### config.mk
export PLATFORM = sky130hd
export DESIGN_NAME = serial_subtractor
export DESIGN_NICKNAME = d
export VERILOG_FILES = /design/src/rtl/arith_pkg.sv /design/src/rtl/full_subtractor.sv /design/src/rtl/serial_subtractor.sv
export SDC_FILE = /design/constraint.sdc
export NUM_CORES = 1
export LEC_CHECK = 0
export ABC_AREA = 0
export CORE_UTILIZATION = 53
export DETAILED_ROUTE_END_ITERATION = 6
export PLACE_DENSITY = 0.81
export SYNTH_ARGS = -nofsm -noshare
export SYNTH_HDL_FRONTEND = slang
export SYNTH_SLANG_ARGS = --single-unit
### constraint.sdc
create_clock -name clk_i -period 3.2 [get_ports clk_i]
set_clock_uncertainty 0.15 [all_clocks]
set_input_delay 0.64 -clock clk_i [delete_from_list [all_inputs] [get_ports clk_i]]
set_output_delay 0.64 -clock clk_i [all_outputs]
set_load 0.05 [all_outputs]
### src/rtl/arith_pkg.sv
// Shared definitions for the bit-serial arithmetic blocks.
//   state_e       : sequencing states of the serial datapath controller
//   DEFAULT_WIDTH : operand width used when a block is not parameterised
package arith_pkg;

  typedef enum logic [1:0] {
    ST_IDLE  = 2'd0,
    ST_SHIFT = 2'd1,
    ST_DONE  = 2'd2
  } state_e;

  localparam int DEFAULT_WIDTH = 4;

endpackage : arith_pkg

### src/rtl/full_subtractor.sv
// One-bit combinational full subtractor: diff = a - b - bin.
// Ports:
//   a_i, b_i, bin_i : minuend bit, subtrahend bit, borrow in
//   diff_o          : difference bit
//   bout_o          : borrow out (set when a_i < b_i + bin_i)
module full_subtractor (
  input  logic a_i,
  input  logic b_i,
  input  logic bin_i,
  output logic diff_o,
  output logic bout_o
);

  assign diff_o = a_i ^ b_i ^ bin_i;
  assign bout_o = (~a_i & b_i) | (~(a_i ^ b_i) & bin_i);

endmodule : full_subtractor

### src/rtl/serial_subtractor.sv
// Bit-serial subtractor: diff = a - b - bin, one bit per clock, LSB first.
// A single full-subtractor cell plus a borrow flop replace the ripple chain.
// Ports:
//   clk_i, rst_i    : rising-edge clock, async active-high reset
//   start_i         : begin an operation (accepted in IDLE or DONE only)
//   a_i, b_i, bin_i : operands, sampled when start is accepted
//   busy_o          : high while bits are being processed
//   done_o          : one-cycle pulse when diff/bout/ovf are updated
//   diff_o          : a - b - bin modulo 2^WIDTH, held until the next done
//   bout_o          : unsigned borrow out
//   ovf_o           : two's-complement overflow
//
// state    | meaning
// ---------+---------------------------------------------------------
// ST_IDLE  | waiting for start
// ST_SHIFT | one operand bit pair processed per cycle, LSB first
// ST_DONE  | results just loaded; done pulse; may accept a new start
module serial_subtractor
  import arith_pkg::*;
#(
  parameter int WIDTH = DEFAULT_WIDTH
) (
  input  logic             clk_i,
  input  logic             rst_i,
  input  logic             start_i,
  input  logic [WIDTH-1:0] a_i,
  input  logic [WIDTH-1:0] b_i,
  input  logic             bin_i,
  output logic             busy_o,
  output logic             done_o,
  output logic [WIDTH-1:0] diff_o,
  output logic             bout_o,
  output logic             ovf_o
);

  // One extra bit so the counter cannot wrap before reaching WIDTH-1.
  localparam int CNT_W = $clog2(WIDTH) + 1;
  localparam logic [CNT_W-1:0] LAST_BIT = CNT_W'(WIDTH - 1);

  state_e           state_q, state_d;
  logic [WIDTH-1:0] a_sh_q, b_sh_q, res_q;
  logic [WIDTH-1:0] diff_q;
  logic             borrow_q, bout_q, ovf_q;
  logic [CNT_W-1:0] cnt_q;

  logic             accept;
  logic             last_bit;
  logic             d_bit, borrow_nxt;

  full_subtractor u_fs (
    .a_i    (a_sh_q[0]),
    .b_i    (b_sh_q[0]),
    .bin_i  (borrow_q),
    .diff_o (d_bit),
    .bout_o (borrow_nxt)
  );

  assign last_bit = (cnt_q == LAST_BIT);

  always_ff @(posedge clk_i or posedge rst_i) begin
    if (rst_i) state_q <= ST_IDLE;
    else       state_q <= state_d;
  end

  always_comb begin
    state_d = state_q;
    accept  = 1'b0;
    case (state_q)
      ST_IDLE, ST_DONE: begin
        if (start_i) begin
          accept  = 1'b1;
          state_d = ST_SHIFT;
        end else begin
          state_d = ST_IDLE;
        end
      end
      ST_SHIFT: begin
        if (last_bit) state_d = ST_DONE;
      end
      default: state_d = ST_IDLE;
    endcase
  end

  always_ff @(posedge clk_i or posedge rst_i) begin
    if (rst_i) begin
      a_sh_q   <= '0;
      b_sh_q   <= '0;
      res_q    <= '0;
      borrow_q <= 1'b0;
      cnt_q    <= '0;
      diff_q   <= '0;
      bout_q   <= 1'b0;
      ovf_q    <= 1'b0;
    end else if (accept) begin
      a_sh_q   <= a_i;
      b_sh_q   <= b_i;
      borrow_q <= bin_i;
      cnt_q    <= '0;
    end else if (state_q == ST_SHIFT) begin
      a_sh_q   <= a_sh_q >> 1;
      b_sh_q   <= b_sh_q >> 1;
      borrow_q <= borrow_nxt;
      res_q    <= {d_bit, res_q[WIDTH-1:1]};
      cnt_q    <= cnt_q + 1'b1;
      if (last_bit) begin
        // borrow_q here is the borrow into the MSB; its XOR with the
        // borrow out of the MSB is the signed overflow.
        diff_q <= {d_bit, res_q[WIDTH-1:1]};
        bout_q <= borrow_nxt;
        ovf_q  <= borrow_q ^ borrow_nxt;
      end
    end
  end

  assign busy_o = (state_q == ST_SHIFT);
  assign done_o = (state_q == ST_DONE);
  assign diff_o = diff_q;
  assign bout_o = bout_q;
  assign ovf_o  = ovf_q;

endmodule : serial_subtractor

==> flow_summary.yaml, run 1 <==
floorplan:
  coreArea_sq_mm: 0.00178
  design.die.area_sq_mm: 0.00213
  die_x_microns: 46.2
  fp-row-count: 15
  pin_count: 20
  die_y_microns: 46.2
  start_util_pct: 58.0
synthesis:
  synth-compound-area-share_pct: 10.4
  synth-seq-cells: 23
  synth.area.mux_share_pct: 6.30
  synthSimpleGateAreaFrac_pct: 16.0
  synth_cell_types: 28
  synth_fa_ha_area_share_pct: 4.36
  synth_area_per_cell_sq_um: 11.4
  yosysSeqAreaShare_pct: 55.7
  synth.net_count: 106
  synthXorXnorAreaFrac_pct: 0.847
  synthesis.area_sq_mm: 0.00103
  synthCells: 91
  yosys_warnings: 0
  async_reset_ff_share_pct: 100
  synth_edf_count: 0
  synth_top_family_by_area: "simple AND/OR/NAND/NOR gates"
  synth_top_flop_cell: "dfrtp_1"
drt:
  finalWirelength_microns: 1650
  wl_per_cell_microns: 12.3
  drt_first_pass_iters: 4
  drc: 0
  final_antenna_net_count: 0
  num_vias: 685
  drtIter0Drc: 9
  vias_per_cell: 5.11
timing:
  worstMarginPinSlew_ns: 0.839
  hold_viol: 0
  whs_ns: 0.341
  finalSetupViolCount: 0
  maxSlewHeadroom_pct: 44.0
  post-route-min-period_ns: 2.91
  rsz0062_at_grt: "false"
  finalMaxSlewViolations: 0
  tns_ns: 0
  min_period_over_period_pct: 90.9
  fmax_ghz: 0.344
worst_setup_path:
  worstReg2RegStart: "cnt_q[0]"
  cp-start-kind: "flip-flop"
  required_ns: 2.41
  crit_arrival_ns: 2.12
  cp-end-kind: "output port"
  cp_max_fo: 14
  worstSetupStartpoint: "state_q[0]"
  path_class: "reg -> out"
cts:
  cts_buffer_depth: 2
  clk_pin_slew_ns: 0.12
  root_buffer: "clkbuf_4"
  clock_sinks: 23
  cts_htree_levels: 1
  hold_buffers: 0
  post_cts_buffers: 0
  cts_tree: "built"
  cts_resized: 0
  clk_latency_ns: 0.31
  cts_buffers: 3
grt:
  grt_pass1_wl_microns: 2700
  grt_pass1_vias: 627
  grt_max_degree: 24
  grt_usage_pct: 18.6
  gr-total-overflow: 0
  antenna_found_initial: 0
place:
  io_buffers: 19
  dp.cells: 130
  dp_hpwl_microns: 1240
  gp_congestion: 0.742
finish:
  finalNonFillerCells: 134
  fin_nets: 125
  areaGrowthSynthToFinish_pct: 19.9
  antenna_cells: 0
  drive_above_1_share_pct: 13.8
power:
  power.density_mw_per_mm2: 1080
  comb_power_share_pct: 51.2
  p_seq_share_pct: 39.1
  p_total_uw: 1330
  power_switching_uw: 585
  power_frac_clock_pct: 9.8
  internal_power_uw: 750
  p_leak_uw: 0.000573
  p_sw_share_pct: 43.8
  peakVddDrop_v: 0.000665
worst_hold_path:
  min-delay-start: "ovf_o"
  worst_hold_path_type: "reg -> reg"
job:
  max-cap-violations: 0
status:
  status: "complete, no violations"
cells in the mapped netlist, drive strengths merged, types with 3 or more instances:
cell type | instances | area share [%]
buf | 4 | 3.8
nor2 | 7 | 3.3
o22ai | 5 | 3.0
mux2 | 4 | 4.4
inv | 6 | 2.2
dfrtp | 23 | 56
nand2 | 12 | 4.4
nor3 | 4 | 1.9
nand3 | 3 | 1.5
o21ai | 5 | 2.4
a22o | 3 | 2.8
metrics by stage:
step | instance area (sq um) | util [%] | setup slack (ns)
after global routing | 1240 | 69.5 | 0.177
final | 1240 | 69.5 | 0.292
after CTS | 1240 | 69.5 | 0.279
after global placement | 1210 | 67.9 | 0.676
after detailed placement | 1210 | 67.9 | 0.647
after floorplan | 1030 | - | 1.22
critical path, cell delays in order (launching register included):
cell	delay, ns
dfrtp_1	0.58
nand2b_4	0.17
inv_2	0.21
clkdlybuf4s50_1	0.84
worst paths after layout:
path                        endpoint  slack [ns]  depth (start not counted)
setup / recovery              busy_o        0.29                          3
hold / removal                 ovf_o        0.34                          2
setup reg to reg           diff_o[1]        1.58                          4
hold reg to reg                ovf_o        0.34                          2
max in group asynchronous  b_sh_q[1]        1.75                          2
min in group asynchronous   cnt_q[2]        0.63                          2
routing by layer:
layer	share of wire [%]	vias to the layer above	GRT usage, %
met5	0	-	0
met2	46	16	26.2
met3	5.0	4	8.24
met1	48	317	24.2
met4	1.4	0	9.41
li1	-	348	-
kinds of logic after synthesis:
family / count (synthesis)
AO/OA/AOI/OAI: 16
XOR/XNOR: 1
adder cells (fa/ha/maj): 3
buffers and inverters: 11
flip-flops: 23
multiplexers: 6
AND/OR/NAND/NOR: 31
cell type report:
class	instances	area, sq um
sequential	23	576
fill	135	544
multi-input combinational	57	392
timing repair buffer	19	190
tap	25	31.3
clock buffer	3	22.5
inverter	6	22.5
clock inverter	1	5.00
sequential cells by signal, summed over array words and instances (netlist names):
name,count
state_q,2
cnt_q,3
borrow_q,1
res_q,3
ovf_o,1
bout_o,1
diff_o,4
b_sh_q,4
a_sh_q,4
power by group through the flow:
stage	Combinational, uW	Sequential (uW)	Clock, uW
global route	754	537	152
finish	683	521	130
CTS	689	521	138
floorplan	455	615	0
global placement	675	521	0
detailed placement	688	528	0
cells in the final DEF (no fill, tap or decap):
master           netlist  layout
dfrtp_1               23      23
clkdlybuf4s50_1        0      19
nand2_1               12      12
nor2_1                 6       6
inv_1                  5       5
o22ai_1                5       5
o21ai_0                5       5
mux2_2                 4       4
nor3_1                 4       4
nand3_1                3       3
clkbuf_4               0       3
a22o_2                 2       2
mux2i_1                2       2
ha_1                   2       2
nor2b_4                1       1
nand2b_4               1       1
inv_2                  1       1
nor2_4                 1       1
a221o_1                1       1
nand3b_2               1       1
nand2b_1               1       1
a21oi_1                1       1
a22oi_1                1       1
nor2b_1                1       1
a22o_1                 1       1
xor2_1                 1       1
fa_1                   1       1
clkinv_2               0       1
Power figures use the tool's default switching activity.
==> run 2: changes to the inputs <==
--- a/config.mk
+++ b/config.mk
@@ -7,6 +7,7 @@
 export LEC_CHECK = 0
 export ABC_AREA = 0
 export CORE_UTILIZATION = 53
+export CTS_BUF_LIST = sky130_fd_sc_hd__clkbuf_4 sky130_fd_sc_hd__clkbuf_8 sky130_fd_sc_hd__clkbuf_16
 export DETAILED_ROUTE_END_ITERATION = 6
 export PLACE_DENSITY = 0.81
 export SYNTH_ARGS = -nofsm -noshare
==> constraint.sdc (replaced) <==
create_clock -name clk_i -period 3.35 [get_ports clk_i]
set_clock_uncertainty 0.15 [all_clocks]
set_input_delay 0.67 -clock clk_i [delete_from_list [all_inputs] [get_ports clk_i]]
set_output_delay 0.67 -clock clk_i [all_outputs]
set_load 0.05 [all_outputs]
==> results of run 2 <==
Same layout as run 1 (identical final DEF). Status: complete, no violations.
Among the figures that moved: setup slack after placement 0.647 ns -> 0.767 ns; setup slack after layout 0.292 ns -> 0.412 ns; register-to-register setup slack 1.58 ns -> 1.73 ns; total power 1330 uW -> 1270 uW; worst IR drop on VDD 0.000665 V -> 0.000636 V
==> run 3: changes to the inputs <==
--- a/config.mk
+++ b/config.mk
@@ -10,6 +10,7 @@
 export CTS_BUF_LIST = sky130_fd_sc_hd__clkbuf_4 sky130_fd_sc_hd__clkbuf_8 sky130_fd_sc_hd__clkbuf_16
 export DETAILED_ROUTE_END_ITERATION = 6
 export PLACE_DENSITY = 0.81
+export RECOVER_POWER = 100
 export SYNTH_ARGS = -nofsm -noshare
 export SYNTH_HDL_FRONTEND = slang
 export SYNTH_SLANG_ARGS = --single-unit
==> flow_summary.yaml, run 3 (same netlist as run 1, synthesis figures left out) <==
status:
  status: "complete, no violations"
power:
  p_leak_uw: 0.000576
  peakVddDrop_v: 0.000620
  p_total_uw: 1240
  power.density_mw_per_mm2: 1010
finish:
  fin_nets: 125
  final_design_area_no_fill_sq_mm: 0.00122
  final_common_cell: "dfrtp_1"
  drive_above_1_share_pct: 11.0
  fill_cells: 138
  seq_area_sq_um: 576
  areaGrowthSynthToFinish_pct: 18.0
  multiInputGateArea_sq_um: 373
  finalNonFillerCells: 134
  antenna_cells: 0
  layout_common_cells: "23 x dfrtp_1, 12 x nand2_1, 10 x dlygate4sd3_1"
  final_util_pct: 68.4
timing:
  maxSlewHeadroom_pct: 44.0
  worstMarginPinSlew_ns: 0.839
  fmax_ghz: 0.344
  tns_ns: 0
  finalMaxSlewViolations: 0
  finalSetupViolCount: 0
  post-route-min-period_ns: 2.91
  rsz0062_at_grt: "false"
  hold_viol: 0
  min_period_over_period_pct: 86.7
drt:
  wl_per_cell_microns: 12.3
  drc: 0
  finalWirelength_microns: 1650
  num_vias: 679
  final_antenna_net_count: 0
  vias_per_cell: 5.07
  drtIter0Drc: 10
  drt_first_pass_iters: 4
cts:
  cts_buffer_depth: 2
  cts_resized: 0
  cts_htree_levels: 1
  clock_sinks: 23
  clk_latency_ns: 0.31
  cts_tree: "built"
  post_cts_buffers: 0
  cts_buffers: 3
  hold_buffers: 0
  root_buffer: "clkbuf_4"
  clk_pin_slew_ns: 0.12
floorplan:
  start_util_pct: 58.0
  coreArea_sq_mm: 0.00178
  die_y_microns: 46.2
  pin_count: 20
  fp-row-count: 15
  design.die.area_sq_mm: 0.00213
  die_x_microns: 46.2
worst_setup_path:
  cp-endpoint: "busy_o"
  worstSetupStartpoint: "state_q[0]"
  r2r_cells: 3
  cp_max_fo: 14
  r2r_end: "borrow_q"
  critical_path.max_stage_delay_ns: 0.90
  path_class: "reg -> out"
  crit_arrival_ns: 2.09
  required_ns: 2.53
  crit_chain: "nand2b_4, inv_2, dlygate4sd3_1"
  cp-start-kind: "flip-flop"
  ff2ff_setup_slack_ns: 1.60
  worst-path-stages: 3
  cp_slowest_cell: "dlygate4sd3_1"
  worstReg2RegStart: "state_q[0]"
  worst-path-buf-inv: 2
  cp_top_family: "buffers and inverters"
  cp-end-kind: "output port"
grt:
  grt_pass1_vias: 627
  grt.busiest_layer: "met2"
  antenna_found_initial: 0
  met3_usage_pct: 8.24
  grt_usage_pct: 18.6
  grt_util_met2_pct: 26.2
  grt_max_degree: 24
  gr-total-overflow: 0
  use_met1_pct: 24.2
  grt_pass1_wl_microns: 2700
place:
  dp.cells: 130
  dp_hpwl_microns: 1240
  io_buffers: 19
  postPlaceCellArea_sq_mm: 0.00121
  gp_congestion: 0.742
job:
  max-cap-violations: 0
worst_hold_path:
  worst_hold_path_type: "reg -> reg"
-- run 3: cell count changes in the layout (fill, tap and decap cells not counted), sizes merged --
| cell | before | now |
|---|---|---|
| clkdlybuf4s50 | 19 | 9 |
| dlygate4sd3 | 0 | 10 |
-- run 3: power by group --
part	total, uW	internal (uW)	switching [uW]
clock network	123	44.7	78.4
registers	493	407	85.5
logic	622	241	381
-- run 3: area by class of cell --
class | count | share of cell area [%]
tap | 25 | 2.56
sequential | 23 | 47.2
multi-input combinational | 57 | 30.6
timing repair buffer | 19 | 15.6
clock buffer | 3 | 1.85
inverter | 6 | 1.85
clock inverter | 1 | 0.410
-- run 3: how the worst min path moves through the flow --
stage / from / end / cells past startpoint
floorplan: res_q[1] / res_q[1] / 2
global placement: bout_o / bout_o / 2
detailed placement: ovf_o / ovf_o / 2
CTS: ovf_o / ovf_o / 2
global route: bout_o / bout_o / 2
finish: ovf_o / ovf_o / 2
-- run 3: metal layers --
layer  share of wire, %  vias to the layer above
met3                6.7                        2
met2                 45                       24
met5                  0                        -
met1                 48                      305
li1                   -                      348
met4               0.61                        0
-- run 3: metrics by stage --
stage,setup slack [ns],hold slack (ns)
final,0.445,0.335
after global routing,0.332,0.374
after CTS,0.399,0.349
after detailed placement,0.767,0.320
after global placement,0.796,0.310
after floorplan,1.34,0.292
-- run 3: worst min-delay path: cells and delay by family, from the launching register on --
family             cells  cell delay, ns
DFF                    1            0.36
and+or+nand+nor        1            0.04
AOI/OAI and AO/OA      1            0.06
